### src/rtl/ripple_carry_adder_routing.sv
// Ripple-carry adder built from WIDTH explicit one-bit full adders, with a combinational
// result path and a one-cycle registered copy of sum, carry-out and signed overflow.
module ripple_carry_adder_routing #(
  parameter int unsigned WIDTH = 32
) (
  input  logic             clk,
  input  logic             rst,
  input  logic [WIDTH-1:0] a,
  input  logic [WIDTH-1:0] b,
  input  logic             cin,
  output logic [WIDTH-1:0] sum,
  output logic             cout,
  output logic             overflow,
  output logic [WIDTH-1:0] sum_q,
  output logic             cout_q,
  output logic             overflow_q
);

  // carry[i] is the carry into bit i; carry[WIDTH] is the carry out of the MSB.
  logic [WIDTH:0]   carry;
  logic [WIDTH-1:0] prop;

  assign carry[0] = cin;

  for (genvar i = 0; i < WIDTH; i++) begin : g_fa
    assign prop[i]      = a[i] ^ b[i];
    assign sum[i]       = prop[i] ^ carry[i];
    assign carry[i+1]   = (a[i] & b[i]) | (carry[i] & prop[i]);
  end

  assign cout     = carry[WIDTH];
  // Signed overflow: carry into the sign bit disagrees with carry out of it.
  assign overflow = carry[WIDTH] ^ carry[WIDTH-1];

  always_ff @(posedge clk) begin
    if (rst) begin
      sum_q      <= '0;
      cout_q     <= 1'b0;
      overflow_q <= 1'b0;
    end else begin
      sum_q      <= sum;
      cout_q     <= cout;
      overflow_q <= overflow;
    end
  end

endmodule

### config.mk
export PLATFORM = sky130hd
export DESIGN_NAME = ripple_carry_adder_routing
export DESIGN_NICKNAME = d
export VERILOG_FILES = /design/src/rtl/ripple_carry_adder_routing.sv
export SDC_FILE = /design/constraint.sdc
export NUM_CORES = 1
export LEC_CHECK = 0
export BUFFER_PORTS_ARGS = -buffer_cell sky130_fd_sc_hd__buf_2
export CAP_MARGIN = 10
export CORE_MARGIN = 8
export CORE_UTILIZATION = 43
export CTS_BUF_LIST = sky130_fd_sc_hd__clkbuf_4 sky130_fd_sc_hd__clkbuf_8
export DETAILED_ROUTE_END_ITERATION = 16
export GPL_TIMING_DRIVEN = 0
export PLACE_DENSITY = 0.95
export SYNTH_ARGS = -nofsm -noshare
export SYNTH_HDL_FRONTEND = slang
export SYNTH_SLANG_ARGS = --single-unit
export TNS_END_PERCENT = 1
### constraint.sdc
create_clock -name clk -period 23 [get_ports clk]
set_input_delay 1.15 -clock clk [delete_from_list [all_inputs] [get_ports clk]]
set_output_delay 1.15 -clock clk [all_outputs]
set_load 0.03 [all_outputs]
==> run metrics, run 1 <==
Required @ worst endpoint=between 20000 and 25000 ps; number of DRC violations after detailed-routing iteration 0=28; post-detailed-placement half-perimeter wirelength=between 4000 and 5000 um; worst min-delay path category=primary input to flop; average footprint of a synthesized cell=approximately 14 um^2; highest attainable clock frequency=between 0.06 and 0.07 GHz; most common library cell in the layout ignoring fill and taps=sky130_fd_sc_hd__buf_2; Hold Vio Cnt, Final=0; maximum number of pins on one net before global-route repair=11; part of the total power dissipated in sequential elements=33.4%; total global routing track utilization=between 10% and 20%; number of diodes=0; Leakage=roughly 1.3 nW; final routed wire length divided by cell count=16.0 um; number of top-level pins=around 140; multi-input gate area in the final layout=roughly 860 um^2; via count of the first global-routing pass=1604; hold-fix buffers at CTS=0; Startpoint Class=primary input; fraction of final layout cells sized beyond drive strength 1=a little under three fifths; standard cell with the maximum stage delay on the critical path=sky130_fd_sc_hd__fa_1; number of nets with antenna violations after detailed routing=0; DIE WIDTH=about 77 um; tightest slew margin relative to the limit=around nine tenths; fraction of power spent switching nets=between 40 and 50%; Switching Power=around 0.084 mW; clk sink count=34; Comb pwr share=a little under half; area inside the core boundary=approximately 0.0036 mm^2; number of nets in the finished design=~350; cell taking the most area after synthesis=sky130_fd_sc_hd__dfxtp_1; TritonCTS clock tree=done; RSZ-0062 raised after global routing=no; die outline area=approximately 0.0060 mm^2; period utilization=67.4%; filler cell count in the final layout=roughly 300; Detailed Route WL=~4800 um; Mapped Cells=114; largest cells by area after synthesis=sky130_fd_sc_hd__dfxtp_1 42%, sky130_fd_sc_hd__fa_1 40%, sky130_fd_sc_hd__nor2b_1 11%, sky130_fd_sc_hd__inv_1 2.3%, sky130_fd_sc_hd__buf_6 2.1%; post-cts resize count=0; Hold Crit Start=rst; Vias per Instance=4.41; final std cell area, no fill=0.00243 mm^2; PortBufs=~130; overflow left after global routing=0; Cell Area, Synth=roughly 0.0016 mm^2; path type of the worst setup path=primary input to output port; Synth Register Bits=34; # rows=22; cell internal power dissipation=roughly 0.12 mW; placed inst area=around 0.0023 mm^2; number of vias after detailed routing=roughly 1.3k; number of post-CTS setup repair buffers=0; portion of synthesized cell area occupied by the leading cell type=42.2%; global-route wire length before repair=~8000 um; final number of setup-violating endpoints=0; initial core utilization=44.4%; time the final worst path needs with I/O delays and setup=15500 ps; pins over their slew limit=0; Crit path arrival time=around 14000 ps; category of the worst setup path capture point=output port; Worst path max stage delay=~440 ps; run status=finished, final reports clean; area occupied by registers=about 680 um^2; antenna violations before repair=0; count of different cell masters after synthesis=8; Syn. warnings=0; drc violations=0; Peak supply drop=~0.04 mV; total number of H-tree levels=2; clock edge transition at the registers on the reported setup and hold paths=approximately 60 ps; Vert. Die Dim=77.3 um; pin slew with the least headroom to its limit=between 150 and 200 ps; areal power density over the cells=~84 mW/mm^2; number of detailed-routing iterations run before antenna repair=4; nets in the synthesized netlist=213; share of power burned in the clock network=between 20 and 25%; crit-path max FO=2; final estimated routing congestion in global placement=approximately 0.83; crit path launch=a[0]; CP most frequent cell=sky130_fd_sc_hd__fa_1; Bufs on Longest Clock Path=2; post-synthesis sequential area ratio=a little over two fifths; Synth-to-Final Area Change=50.4%; total negative setup slack=0 ps; number of maximum-capacitance constraint violations=0; most frequent cells in the layout=134 x sky130_fd_sc_hd__buf_2, 34 x sky130_fd_sc_hd__dfxtp_1, 32 x sky130_fd_sc_hd__fa_1, 28 x sky130_fd_sc_hd__nor2b_1, 10 x sky130_fd_sc_hd__inv_1; total CTS buffers=5; CTS root buffer=sky130_fd_sc_hd__clkbuf_8
==> Yosys cell counts <==
| cell type | number |
|---|---|
| sky130_fd_sc_hd__nor2_1 | 3 |
| sky130_fd_sc_hd__and2b_2 | 3 |
| sky130_fd_sc_hd__xnor2_1 | 1 |
| sky130_fd_sc_hd__inv_1 | 10 |
| sky130_fd_sc_hd__buf_6 | 3 |
| sky130_fd_sc_hd__dfxtp_1 | 34 |
| sky130_fd_sc_hd__fa_1 | 32 |
| sky130_fd_sc_hd__nor2b_1 | 28 |
==> logic make-up (layout without fill, tap and decap cells) <==
group                      after synthesis  in the layout  synth area share [%]
buffers and inverters                   13            153                  4.42
xor gates and xnor gates                 1              1                 0.543
adders and majority gates               32             32                  39.7
and+or+nand+nor                         34             34                  13.2
DFF                                     34             34                  42.2
==> metal layers <==
layer / part of all wire [%] / routed length (um) / global-route usage (%)
met2: 53 / 2540 / 30.4
met1: 34 / 1650 / 15.8
met4: 1.2 / 60 / 6.23
met3: 12 / 572 / 8.04
met5: 0 / 0 / 0
==> power by group through the flow <==
stage	Clock, mW	Sequential, mW	Combinational [mW]
floorplan	0	0.0858	0.0517
global placement	0	0.0692	0.0928
detailed placement	0	0.0697	0.0958
CTS	0.0427	0.0684	0.0961
global route	0.0455	0.0689	0.102
finish	0.0417	0.0683	0.0946
==> path summary, 6_finish.rpt <==
check,endpoint,slack [ps],cells past startpoint
hold / removal,overflow_q,1150,2
setup / recovery,sum[31],7500,38
==> flip-flops by register name (all words and copies together), names as in the netlist <==
register and count:
cout_q 1, overflow_q 1, sum_q 32
==> layout make-up <==
class / instances / area share (%)
inverter: 10 / 1.55
buffer: 3 / 1.39
sequential: 34 / 28.0
clock buffer: 6 / 3.40
timing repair buffer: 134 / 27.6
multi-input combinational: 67 / 35.5
tap: 48 / 2.47
==> critical path: cells and delay by family <==
kind                     cells  cell delay [ps]
adder cells (fa/ha/maj)     32            12590
buffers and inverters        6              580
==> through the flow <==
stage	setup slack, ps	std cells	total power, mW	hold WS [ps]	utilization, %
detailed placement	7530	296	0.166	1440	64.5
floorplan	8320	114	0.137	1220	-
CTS	7460	302	0.207	1150	66.8
global placement	7800	296	0.162	1430	64.5
finish	7500	302	0.205	1150	66.8
global route	7050	302	0.217	1170	66.8
(Power assumes the default switching activity.)
==> inputs of run 2 (changes only) <==
--- a/config.mk
+++ b/config.mk
@@ -8,11 +8,11 @@
 export BUFFER_PORTS_ARGS = -buffer_cell sky130_fd_sc_hd__buf_2
 export CAP_MARGIN = 10
 export CORE_MARGIN = 8
-export CORE_UTILIZATION = 43
+export CORE_UTILIZATION = 40
 export CTS_BUF_LIST = sky130_fd_sc_hd__clkbuf_4 sky130_fd_sc_hd__clkbuf_8
 export DETAILED_ROUTE_END_ITERATION = 16
 export GPL_TIMING_DRIVEN = 0
-export PLACE_DENSITY = 0.95
+export PLACE_DENSITY = 0.93
 export SYNTH_ARGS = -nofsm -noshare
 export SYNTH_HDL_FRONTEND = slang
 export SYNTH_SLANG_ARGS = --single-unit
==> constraint.sdc (replaced) <==
create_clock -name clk -period 15.23 [get_ports clk]
set_input_delay 0.7615 -clock clk [delete_from_list [all_inputs] [get_ports clk]]
set_output_delay 0.7615 -clock clk [all_outputs]
set_load 0.03 [all_outputs]
==> run 2 against run 1 <==
  * Sequential power grew 51%
  * Non-clock buffer count is the same
  * Count of clock-buffer cells in the layout grew 1
  * Worst hold slack lost 390 ps
  * Sequential share of layout area shrank 0.17 points
  * Cell count grew 1.3%
  * Global-route usage shrank 2.1 points
  * Final area grew 0.62%
  * Highest routed layer unchanged
==> run metrics, run 2 (synthesis results as in run 1) <==
number of top-level pins=135 (unchanged); Startpoint Class=primary input; share of power burned in the clock network=21.3% (+0.9 points); Vert. Die Dim=79.5 um (+2.9%); total number of H-tree levels=2 (unchanged); final estimated routing congestion in global placement=0.805 (-3.6%); drc violations=0 (unchanged); RSZ-0062 raised after global routing=no; highest attainable clock frequency=roughly 0.068 GHz; number of maximum-capacitance constraint violations=0 (unchanged); Switching Power=0.126 mW (+50%); Bufs on Longest Clock Path=2 (unchanged); via count of the first global-routing pass=1579 (-1.6%); post-cts resize count=0 (unchanged); Leakage=1.28 nW (+0.67%); most common library cell in the layout ignoring fill and taps=sky130_fd_sc_hd__buf_2; fraction of power spent switching nets=40.6% (-0.57 points); largest registers=sum_q x32, cout_q x1, overflow_q x1; total negative setup slack=0 ps (unchanged); DIE WIDTH=79.5 um (+2.9%); number of vias after detailed routing=1320 (-0.90%); part of the total power dissipated in sequential elements=33.2% (-0.2 points); number of diodes=0 (unchanged); filler cell count in the final layout=325 (+8.7%); initial core utilization=40.9% (-3.5 points); number of post-CTS setup repair buffers=0 (unchanged); Hold Crit Start=rst; worst min-delay path category=primary input to flop; Peak supply drop=0.0602 mV (+53%); fraction of final layout cells sized beyond drive strength 1=57.8% (+0.33 points); hold-fix buffers at CTS=0 (unchanged); total CTS buffers=5 (unchanged); number of nets with antenna violations after detailed routing=0 (unchanged); most frequent cells in the layout=134 x sky130_fd_sc_hd__buf_2, 34 x sky130_fd_sc_hd__dfxtp_1, 32 x sky130_fd_sc_hd__fa_1, 28 x sky130_fd_sc_hd__nor2b_1, 10 x sky130_fd_sc_hd__inv_1; pin slew with the least headroom to its limit=175 ps (+4.25 ps); tightest slew margin relative to the limit=88.4% (-0.12 points); time the final worst path needs with I/O delays and setup=about 15000 ps; global-route wire length before repair=7180 um (-10%); TritonCTS clock tree=done; Worst path max stage delay=440 ps (about the same); multi-input gate area in the final layout=862 um^2 (unchanged); crit-path max FO=2 (unchanged); area inside the core boundary=0.00394 mm^2 (+8.5%); CTS root buffer=sky130_fd_sc_hd__clkbuf_8; worst hold path cell count=2 (unchanged); antenna violations before repair=0 (unchanged); number of nets in the finished design=354 (unchanged); maximum number of pins on one net before global-route repair=11 (unchanged); die outline area=0.00632 mm^2 (+5.9%); path type of the worst setup path=primary input to output port; Detailed Route WL=4590 um (-4.8%); Crit path arrival time=13910 ps (-440 ps); post-detailed-placement half-perimeter wirelength=4240 um (-3.2%); number of detailed-routing iterations run before antenna repair=2 (-2); areal power density over the cells=127 mW/mm^2 (+51%); CP most frequent cell=sky130_fd_sc_hd__fa_1; Required @ worst endpoint=14470 ps (-7380 ps); flip-flop count of the largest register, all copies and words added=32 (unchanged); Most flops, register=sum_q; period utilization=between 90% and 100%; final worst hold slack=763 ps (-390 ps); Hold Vio Cnt, Final=0 (unchanged); overflow left after global routing=0 (unchanged); number of DRC violations after detailed-routing iteration 0=12 (-57%); # rows=23 (+4.5%); clock edge transition at the registers on the reported setup and hold paths=60 ps (about the same); Comb pwr share=45.5% (-0.7 points); final number of setup-violating endpoints=0 (unchanged); standard cell with the maximum stage delay on the critical path=sky130_fd_sc_hd__fa_1; cell internal power dissipation=0.185 mW (+54%); PortBufs=134 (unchanged); Worst Hold Path EP=overflow_q; area occupied by registers=681 um^2 (unchanged); Synth-to-Final Area Change=51.3%; run status=finished, final reports clean; Vias per Instance=4.31 (-2.2%); total global routing track utilization=14.6% (-2.1 points); pins over their slew limit=0 (unchanged); clk sink count=34 (unchanged); final routed wire length divided by cell count=15.0 um (-6.1%); category of the worst setup path capture point=output port
## run 2: area by class of cell
type / count / area share, %
buffer: 3 / 1.38
clock buffer: 7 / 3.69
clock inverter: 1 / 0.205
inverter: 10 / 1.54
multi-input combinational: 67 / 35.3
sequential: 34 / 27.9
tap: 50 / 2.56
timing repair buffer: 134 / 27.5
## run 2: worst max-delay path by stage
stage                     startpoint      end  slack [ps]  cells past startpoint
after floorplan                 a[0]  sum[31]        1330                     36
after global placement          a[0]  sum[31]         770                     38
after detailed placement        a[0]  sum[31]         550                     38
after CTS                       a[0]  sum[31]         510                     38
after global routing            a[0]  sum[31]         100                     38
final                           a[0]  sum[31]         560                     38
## run 2: per-stage QoR
step	power (mW)	area [um^2]	setup WS (ps)	instances	utilization, %
floorplan	0.208	1610	1330	114	-
global placement	0.245	2350	773	298	59.5
detailed placement	0.249	2350	555	298	59.5
CTS	0.317	2440	509	306	61.9
global route	0.331	2440	95.9	306	61.9
finish	0.311	2440	563	306	61.9
## run 2: metal layers
| layer | global-route usage (%) | vias to the layer above | wire length (um) |
|---|---|---|---|
| met5 | 0 | - | 0 |
| met4 | 5.37 | 0 | 44 |
| met3 | 6.76 | 4 | 631 |
| met2 | 25.8 | 89 | 2340 |
| met1 | 14.6 | 612 | 1570 |
| li1 | - | 615 | - |
## run 2: power groups by stage
stage	logic (mW)	clock network, mW	registers (mW)
final	0.142	0.0662	0.103
after global routing	0.153	0.0738	0.104
after CTS	0.144	0.0688	0.103
after detailed placement	0.144	0	0.105
after global placement	0.140	0	0.105
after floorplan	0.0781	0	0.130
## run 2: worst max-delay path, delay by kind of cell
family                     cells  cell delay, ps
adders and majority gates     32           12560
buffers and inverters          6             580
==> inputs of run 3 (changes only) <==
--- a/config.mk
+++ b/config.mk
@@ -13,6 +13,7 @@
 export DETAILED_ROUTE_END_ITERATION = 16
 export GPL_TIMING_DRIVEN = 0
 export PLACE_DENSITY = 0.93
+export REMOVE_ABC_BUFFERS = 1
 export SYNTH_ARGS = -nofsm -noshare
 export SYNTH_HDL_FRONTEND = slang
 export SYNTH_SLANG_ARGS = --single-unit
==> run 3 against run 2 <==
  * Via count is 2.8% higher
  * Global-route usage is 1.4 points higher
  * Largest power group unchanged
  * Critical endpoint unchanged
  * Final area is 1.4% lower
  * Non-clock buffer count is 3 lower
  * Largest cell class unchanged
==> run metrics, run 3 (synthesis results as in run 1) <==
fraction of final layout cells sized beyond drive strength 1=57.3% (-0.50 points); via count of the first global-routing pass=1642 (+4.0%); path type of the worst setup path=primary input to output port; final number of setup-violating endpoints=0 (unchanged); pre-CTS setup slack=519 ps (-35.5 ps); filler cell count in the final layout=311 (-4.3%); most frequent cells in the layout=134 x sky130_fd_sc_hd__buf_2, 34 x sky130_fd_sc_hd__dfxtp_1, 32 x sky130_fd_sc_hd__fa_1, 28 x sky130_fd_sc_hd__nor2b_1, 10 x sky130_fd_sc_hd__inv_1; flip-flop count of the largest register, all copies and words added=32 (unchanged); areal power density over the cells=131 mW/mm^2 (+2.5%); number of nets with antenna violations after detailed routing=0 (unchanged); Bufs on Longest Clock Path=2 (unchanged); standard cell with the maximum stage delay on the critical path=sky130_fd_sc_hd__fa_1; number of DRC violations after detailed-routing iteration 0=22 (+10); final std cell area, no fill=0.00241 mm^2 (-1.4%); period utilization=96.2% (about the same); Detailed Route WL=5030 um (+9.7%); Total Power Consumption=0.314 mW (+1.1%); Comb pwr share=45.2% (-0.3 points); drc violations=0 (unchanged); Hold Vio Cnt, Final=0 (unchanged); global routing's busiest layer=met2; Crit path arrival time=13900 ps (about the same); antenna violations before repair=0 (unchanged); Leakage=1.26 nW (-1.4%); met1 Use GR=14.2% (-0.36 points); pin slew with the least headroom to its limit=594 ps (+418 ps); Startpoint Class=primary input; worst min-delay path category=primary input to flop; hold-fix buffers at CTS=0 (unchanged); highest attainable clock frequency=0.0682 GHz (about the same); crit-path max FO=2 (unchanged); total negative setup slack=0 ps (unchanged); Synth-to-Final Area Change=49.2%; final routed wire length divided by cell count=16.6 um (+11%); number of maximum-capacitance constraint violations=0 (unchanged); worst setup margin=573 ps (+9.17 ps); # rows=23 (unchanged); post-cts resize count=0 (unchanged); placed inst area=0.00231 mm^2 (-1.4%); clk sink count=34 (unchanged); CTS root buffer=sky130_fd_sc_hd__clkbuf_8; number of diodes=0 (unchanged); number of nets in the finished design=351 (-0.85%); Vias per Instance=4.48 (+3.8%); total CTS buffers=5 (unchanged); initial core utilization=40.9% (unchanged); tightest slew margin relative to the limit=60.4% (-28 points); category of the worst setup path capture point=output port; number of post-CTS setup repair buffers=0 (unchanged); final estimated routing congestion in global placement=0.822 (+2.2%); maximum number of pins on one net before global-route repair=35 (+24); total number of H-tree levels=2 (unchanged); die outline area=0.00632 mm^2 (unchanged); cell internal power dissipation=0.184 mW (-0.24%); number of vias after detailed routing=1357 (+2.8%); RSZ-0062 raised after global routing=no; Switching Power=0.130 mW (+3.0%); final worst hold slack=874 ps (+112 ps); pins over their slew limit=0 (unchanged); PortBufs=134 (unchanged); largest registers=sum_q x32, cout_q x1, overflow_q x1; clock edge transition at the registers on the reported setup and hold paths=60 ps (about the same); global-route wire length before repair=7710 um (+7.5%); part of the total power dissipated in sequential elements=32.9% (-0.3 points); time the final worst path needs with I/O delays and setup=14660 ps (-9.17 ps); Worst path max stage delay=460 ps (+20 ps); Vert. Die Dim=79.5 um (unchanged); fraction of power spent switching nets=41.4% (+0.78 points); Required @ worst endpoint=14470 ps (about the same); DIE WIDTH=79.5 um (unchanged); number of top-level pins=135 (unchanged); share of power burned in the clock network=21.9% (+0.6 points); overflow left after global routing=0 (unchanged); most common library cell in the layout ignoring fill and taps=sky130_fd_sc_hd__buf_2; number of detailed-routing iterations run before antenna repair=4 (+2); run status=finished, final reports clean; Most flops, register=sum_q; area inside the core boundary=0.00394 mm^2 (unchanged); total global routing track utilization=16.0% (+1.4 points); CP most frequent cell=sky130_fd_sc_hd__fa_1; met3 track demand over resource=7.09% (+0.34 points); met2 GRT Util=30.2% (+4.4 points); post-detailed-placement half-perimeter wirelength=4400 um (+3.9%); TritonCTS clock tree=done; Peak supply drop=0.0467 mV (-22%)
==> run 3: metrics by stage <==
stage,cells,utilization [%]
after global placement,295,58.7
final,303,61.1
after floorplan,111,-
after global routing,303,61.1
after CTS,303,61.1
after detailed placement,295,58.7
==> run 3: layer usage <==
metal  vias up  part of all wire, %
li1        608                    -
met1       658                   33
met2        85                   53
met3         6                   12
met4         0                  1.6
met5         -                    0
==> run 3: critical path, delay by kind of cell <==
| family | cells | cell delay [ps] |
|---|---|---|
| adders and majority gates | 32 | 12540 |
| buffers and inverters | 6 | 590 |
==> run 3: area by class of cell <==
class                           count  area [um^2]  area share [%]
Timing Repair Buffer              134          671            27.8
Multi-Input combinational cell     67          862            35.8
Inverter                           10         37.5            1.56
Clock inverter                      1         5.00           0.208
Tap cell                           50         62.6            2.60
Sequential cell                    34          681            28.3
Clock buffer                        7         90.1            3.74
==> run 3: path summary, 6_finish.rpt <==
path	startpoint	to	slack, ps	depth (start not counted)
setup / recovery	a[0]	sum[31]	570	38
hold / removal	b[7]	sum_q[7]	870	3
==> run 3: power groups by stage <==
stage	clock network, mW	logic, mW	registers (mW)
detailed placement	0	0.143	0.106
finish	0.0688	0.142	0.103
CTS	0.0714	0.144	0.104
global placement	0	0.139	0.105
floorplan	0	0.0766	0.130
global route	0.0760	0.152	0.105
